[src/rtl/sample_sdiv_14s_8u_seq_if.sv]
// sample_sdiv_14s_8u_seq_if: ap_start/ap_done handshake plus operand and result bus of the divider.
// Ports:
//   ap_start/ap_ready/ap_idle/ap_done : block-level handshake
//   din0 (14b signed dividend), din1 (8b unsigned divisor)
//   dout (14b signed quotient), rem (9b signed remainder), dbz (divide-by-zero flag)
interface sample_sdiv_14s_8u_seq_if;
  logic ap_start;
  logic ap_ready;
  logic ap_idle;
  logic ap_done;
  logic [13:0] din0;
  logic [7:0] din1;
  logic [13:0] dout;
  logic [8:0] rem;
  logic dbz;
  modport master (
    output ap_start, din0, din1,
    input  ap_ready, ap_idle, ap_done, dout, rem, dbz
  );
  modport slave (
    input  ap_start, din0, din1,
    output ap_ready, ap_idle, ap_done, dout, rem, dbz
  );
endinterface

[src/rtl/sample_sdiv_14s_8u_seq.sv]
// sample_sdiv_14s_8u_seq: sequential 14b signed / 8b unsigned restoring divider, one quotient bit per clock.
// Ports:
//   ap_clk   : clock, rising edge
//   ap_rst_n : asynchronous active-low reset
//   bus      : slave side of the handshake/operand/result interface
// An op accepted at edge E0 iterates on E1..E14 and registers the results on E15 with ap_done
// high for the following cycle; quotient and remainder truncate toward zero.
module sample_sdiv_14s_8u_seq #(
  parameter int ID         = 1,
  parameter int din0_WIDTH = 14,
  parameter int din1_WIDTH = 8,
  parameter int dout_WIDTH = 14
) (
  input logic ap_clk,
  input logic ap_rst_n,
  sample_sdiv_14s_8u_seq_if.slave bus
);
  if (din0_WIDTH != 14 || din1_WIDTH != 8 || dout_WIDTH != 14 || ID < 0) begin : g_param_check
    $error("sample_sdiv_14s_8u_seq supports only the 14/8/14 configuration");
  end
  typedef enum logic [1:0] {IDLE, CALC, FIX} state_t;
  state_t state, state_nxt;
  logic [din0_WIDTH-1:0] mag;
  logic [din1_WIDTH-1:0] div;
  logic [8:0] r;
  logic [8:0] r_sh;
  logic [8:0] r_sub;
  logic q_bit;
  logic [3:0] cnt;
  logic neg;
  logic zdiv;
  logic accept;
  logic done;
  logic [dout_WIDTH-1:0] dout;
  logic [8:0] rem;
  logic dbz;
  assign accept = (state == IDLE) && bus.ap_start;
  // the partial remainder stays below div (<= 255), so its low 8 bits plus the next
  // dividend bit always fit the 9-bit trial value
  assign r_sh  = {r[7:0], mag[din0_WIDTH-1]};
  assign q_bit = r_sh >= {1'b0, div};
  assign r_sub = q_bit ? r_sh - {1'b0, div} : r_sh;
  assign bus.ap_idle  = state == IDLE;
  assign bus.ap_ready = accept;
  assign bus.ap_done  = done;
  assign bus.dout     = dout;
  assign bus.rem      = rem;
  assign bus.dbz      = dbz;
  always_comb begin
    state_nxt = state;
    if (accept) state_nxt = CALC;
    if (state == CALC && cnt == 4'd13) state_nxt = FIX;
    if (state == FIX) state_nxt = IDLE;
  end
  always_ff @(posedge ap_clk or negedge ap_rst_n) begin
    if (!ap_rst_n) state <= IDLE;
    else state <= state_nxt;
  end
  // mag doubles as the quotient shift register: dividend bits leave at the top while
  // quotient bits enter at the bottom, so after 14 shifts it holds the unsigned quotient
  always_ff @(posedge ap_clk or negedge ap_rst_n) begin
    if (!ap_rst_n) begin
      mag  <= '0;
      div  <= '0;
      r    <= '0;
      cnt  <= '0;
      neg  <= 1'b0;
      zdiv <= 1'b0;
      done <= 1'b0;
      dout <= '0;
      rem  <= '0;
      dbz  <= 1'b0;
    end else begin
      done <= state == FIX;
      if (accept) begin
        neg  <= bus.din0[din0_WIDTH-1];
        mag  <= bus.din0[din0_WIDTH-1] ? -bus.din0 : bus.din0;
        div  <= bus.din1;
        zdiv <= bus.din1 == '0;
        r    <= '0;
        cnt  <= '0;
      end
      if (state == CALC) begin
        r   <= r_sub;
        mag <= {mag[din0_WIDTH-2:0], q_bit};
        cnt <= cnt + 4'd1;
      end
      if (state == FIX) begin
        dout <= zdiv ? '0 : neg ? -mag : mag;
        rem  <= zdiv ? '0 : neg ? -r : r;
        dbz  <= zdiv;
      end
    end
  end
endmodule

[src/flat_wrapper.sv]
// flat-port wrapper written by rule: the top's interface ports become plain ports
module sample_sdiv_14s_8u_seq_flat 
#(
  parameter int ID         = 1,
  parameter int din0_WIDTH = 14,
  parameter int din1_WIDTH = 8,
  parameter int dout_WIDTH = 14
)
  (ap_clk, ap_rst_n, bus_ap_start, bus_din0, bus_din1, bus_ap_ready, bus_ap_idle, bus_ap_done, bus_dout, bus_rem, bus_dbz);
  sample_sdiv_14s_8u_seq_if bus_i ();
  input logic ap_clk;
  input logic ap_rst_n;
  input wire logic [$bits(bus_i.ap_start)-1:0] bus_ap_start;
  input wire logic [$bits(bus_i.din0)-1:0] bus_din0;
  input wire logic [$bits(bus_i.din1)-1:0] bus_din1;
  output wire logic [$bits(bus_i.ap_ready)-1:0] bus_ap_ready;
  output wire logic [$bits(bus_i.ap_idle)-1:0] bus_ap_idle;
  output wire logic [$bits(bus_i.ap_done)-1:0] bus_ap_done;
  output wire logic [$bits(bus_i.dout)-1:0] bus_dout;
  output wire logic [$bits(bus_i.rem)-1:0] bus_rem;
  output wire logic [$bits(bus_i.dbz)-1:0] bus_dbz;
  assign bus_i.ap_start = bus_ap_start;
  assign bus_i.din0 = bus_din0;
  assign bus_i.din1 = bus_din1;
  assign bus_ap_ready = bus_i.ap_ready;
  assign bus_ap_idle = bus_i.ap_idle;
  assign bus_ap_done = bus_i.ap_done;
  assign bus_dout = bus_i.dout;
  assign bus_rem = bus_i.rem;
  assign bus_dbz = bus_i.dbz;
  sample_sdiv_14s_8u_seq #(.ID(ID), .din0_WIDTH(din0_WIDTH), .din1_WIDTH(din1_WIDTH), .dout_WIDTH(dout_WIDTH)) u_core (.ap_clk(ap_clk), .ap_rst_n(ap_rst_n), .bus(bus_i));
endmodule
[config.mk]
export PLATFORM = sky130hd
export DESIGN_NAME = sample_sdiv_14s_8u_seq_flat
export DESIGN_NICKNAME = d
export VERILOG_FILES = /design/src/rtl/sample_sdiv_14s_8u_seq_if.sv /design/src/rtl/sample_sdiv_14s_8u_seq.sv /design/src/flat_wrapper.sv
export SDC_FILE = /design/constraint.sdc
export NUM_CORES = 1
export LEC_CHECK = 0
export ABC_CLOCK_PERIOD_IN_PS = 5000
export BUFFER_PORTS_ARGS = -buffer_cell sky130_fd_sc_hd__buf_2
export CAP_MARGIN = 20
export CORE_AREA = 3 3 138 100
export DETAILED_ROUTE_END_ITERATION = 6
export DIE_AREA = 0 0 141 103
export MAX_ROUTING_LAYER = met4
export SLEW_MARGIN = 20
export SYNTH_ARGS = -nofsm -noshare
export SYNTH_HDL_FRONTEND = slang
export SYNTH_SLANG_ARGS = --single-unit
[constraint.sdc]
create_clock -name ap_clk -period 5 [get_ports ap_clk]
set_input_delay 1 -clock ap_clk [delete_from_list [all_inputs] [get_ports ap_clk]]
set_output_delay 1 -clock ap_clk [all_outputs]
set_load 0.02 [all_outputs]
==> summary.md <==
| Metric | Value |
|---|---|
| Final hold violations | 0 |
| Prevailing post-synth register cell | dfrtp_1 |
| Clock Path Buffers | 2 |
| Synthesized area per cell | 9.11 sq um |
| Hold Startpoint | u_core.bus.rem[7]$_DFFE_PN0P_ |
| H-tree depth | 3 |
| Lkg Pwr | 2.00 nW |
| Router iterations before antenna repair | 4 |
| Clock Skew | 0.00588 ns |
| Pin count of the biggest net entering global routing | 65 |
| Switching power total | 1.50 mW |
| Setup crit end kind | output port |
| Clock root buffer master | clkbuf_16 |
| Vias in the first global route | 3007 |
| Syn-to-layout area delta | 19.0% |
| Period utilisation layout | 63.9% |
| P_int | 1.83 mW |
| DRC viols | 0 |
| GRT Util Overall | 13.7% |
| Register bit total from synthesis | 64 |
| CTS tree | done |
| Initial drt markers | 264 |
| CP bufs+invs | 4 |
| First-pass GRT wire length | 15300 microns |
| Fraction of registers with async set/reset | 100% |
| Nets | 495 |
| Worst path max stage delay | 0.43 ns |
| Register area share after synthesis | 43.0% |
| Post-route setup TNS | 0 ns |
| Net Sw Frac | 45.2% |
| Peak VDD IR | 323 uV |
| Die W | 141 microns |
| Layout Cells excl Fill | 623 |
| Tmin final | 3.20 ns |
| Port Buffer Count | 51 |
| Crit-path slowest cell | nand2b_1 |
| Initial Utilization | 29.9% |
| Power Total | 3.33 mW |
| Post-DRT Antenna Nets | 0 |
| Worst reg2reg startpoint | u_core.mag[13]$_DFFE_PN0P_ |
| Placement Rows | 34 |
| Sink Count | 64 |
| CP Max Fanout | 19 |
| RSZ-0062 raised after global routing | no |
| Initial antenna violation count | 0 |
| CP startpoint kind | primary input |
| Power per cell area | 751 mW/mm^2 |
| Clock power frac | 18.5% |
| Pins Over Slew Limit | 0 |
| Post-synth cell types | 53 |
| Most frequent cells in the layout | 73 x nand2_1, 64 x dfrtp_1, 51 x buf_2 |
| RD Place Congestion | 0.787 |
| Vias per cell | 5.01 |
| Clock Latency Late Sink | 0.34 ns |
| Clk slew on worst S/H paths | 0.05 ns |
| Top delay family on crit path | buffers and inverters |
| Core Area | 0.0125 sq mm |
| Status | finished clean |
| Syn nets | 448 |
| Critical path class | primary input to output port |
| Post-synthesis cell count | 409 |
| Fin util | 35.6% |
| Comb pwr share | 50.7% |
| Worst Tran Pin Value | 0.804 ns |
| Num CTS Buffers | 9 |
| Endpoints failing setup | 0 |
| Overflow after GRT | 0 |
| Post-DP HPWL | 7080 microns |
| Max-Slew Margin vs Limit | 46.4% |
| Data required, critical path | 4.00 ns |
| PostCTS Resize Cnt | 0 |
| R2R Setup Slk | 2.58 ns |
| Post-DR wirelength/cell | 14.9 microns |
| Cell count after placement | 607 |
| Peak Freq | 313 MHz |
| Post-Syn Area | 0.00372 sq mm |
| Maxcap violations | 0 |
| Critical path arrival | 2.20 ns |
| Post-synth EDFFs | 0 |
| Diodes inserted | 0 |
| Post-CTS Setup Bufs | 0 |
| Critical-path cell list | buf_2 -> nand2b_1 -> nand2b_1 -> clkinv_1 -> buf_4 -> buf_2 |
| Syn. warnings | 0 |
| Total die area | 0.0145 sq mm |
| Share of layout cells above drive strength 1 | 17.8% |
| Routed WL | 9290 microns |
| Worst Hold Class | flop to flop |
| Share of power burned in registers | 30.8% |
| Vias | 3119 |
| Leading cell type in the layout, fill and taps excluded | nand2_1 |
| Hold_buf cts | 0 |
| IO Count | 52 |
| Worst Setup SP | bus_ap_start |
| Die height | 103 microns |
## flip-flops by register name, summed over array words and instances (netlist names)
signal and cells:
u_core.state 2, u_core.cnt 4, u_core.neg 1, u_core.bus.rem 9, u_core.bus.ap_done 1, u_core.mag 14, u_core.bus.dout 14, u_core.r 9
u_core.bus.dbz 1, u_core.zdiv 1, u_core.div 8
## synthesized netlist by cell type, types with 4 or more instances
cell	count	share of area [%]
nand2_1	73	7.4
dfrtp_1	64	43
o21ai_0	39	5.2
inv_1	20	2.0
xor2_1	20	4.7
clkbuf_1	17	1.7
o31ai_1	17	3.4
xnor2_1	14	3.3
ha_1	13	4.4
nor2_1	11	1.1
nand3_1	10	1.3
o21ai_1	9	1.2
a22oi_1	7	1.4
a21oi_1	6	0.81
nand4_1	6	1.0
nor3_1	6	0.81
nand2b_1	5	0.84
nor2b_1	5	0.84
o211ai_1	5	1.0
a211o_1	4	0.94
o311ai_0	4	0.94
o41ai_1	4	0.94
## area by class of cell
class | instances | area [sq um]
Multi-Input combinational cell | 304 | 1970
Sequential cell | 64 | 1600
Clock inverter | 5 | 56.3
Fill cell | 1282 | 8030
Clock buffer | 11 | 233
Inverter | 21 | 78.8
Timing Repair Buffer | 56 | 293
Tap cell | 162 | 203
## through the flow
step / hold WS, ns / setup slack [ns] / area [sq um]
floorplan: 0.452 / 2.22 / 3720
global route: 0.499 / 1.66 / 4430
CTS: 0.478 / 1.79 / 4430
global placement: 0.456 / 1.79 / 4150
detailed placement: 0.466 / 1.79 / 4150
finish: 0.475 / 1.80 / 4430
## cell families after synthesis
kind of cell / count (synthesis) / synth area share, %
simple gates: 131 / 16.3
compound gates: 121 / 22.6
flops: 64 / 43.0
buf+inv: 41 / 4.13
xor+xnor: 34 / 7.99
fa+ha+maj: 14 / 4.90
mux: 4 / 1.11
## worst register-to-register path, stage by stage (launching register included)
cell       delay [ns]
dfrtp_1          0.40
inv_1            0.11
ha_1             0.18
inv_1            0.06
fa_1             0.40
a211o_1          0.31
a2111oi_0        0.49
a211oi_1         0.12
o211ai_1         0.13
nand3_1          0.09
## metal layers
metal,GRT usage (%),up-vias,part of all wire (%)
met3,4.03,9,5.7
met5,-,-,0
met4,4.24,0,1.3
met1,18.7,1482,50
li1,-,1558,-
met2,19.7,70,43
## path summary, 6_finish.rpt
path | endpoint | cells after the start
setup / recovery | bus_ap_ready | 6
hold / removal | u_core.bus.rem[7]$_DFFE_PN0P_ | 2
setup reg to reg | u_core.r[6]$_DFFE_PN0P_ | 9
hold reg to reg | u_core.bus.rem[7]$_DFFE_PN0P_ | 2
max in group asynchronous | u_core.div[7]$_DFFE_PN0P_ | 2
min in group asynchronous | u_core.bus.dout[3]$_DFFE_PN0P_ | 2
## power groups by stage
stage | sequential [mW] | combinational, mW | clock, mW
6_report | 1.03 | 1.69 | 0.617
5_1_grt | 1.07 | 1.89 | 0.652
4_1_cts | 1.02 | 1.69 | 0.633
3_5_place_dp | 1.03 | 1.68 | 0
3_3_place_gp | 1.02 | 1.64 | 0
2_1_floorplan | 1.03 | 1.20 | 0
No activity file was read; power rests on OpenSTA's default activity.
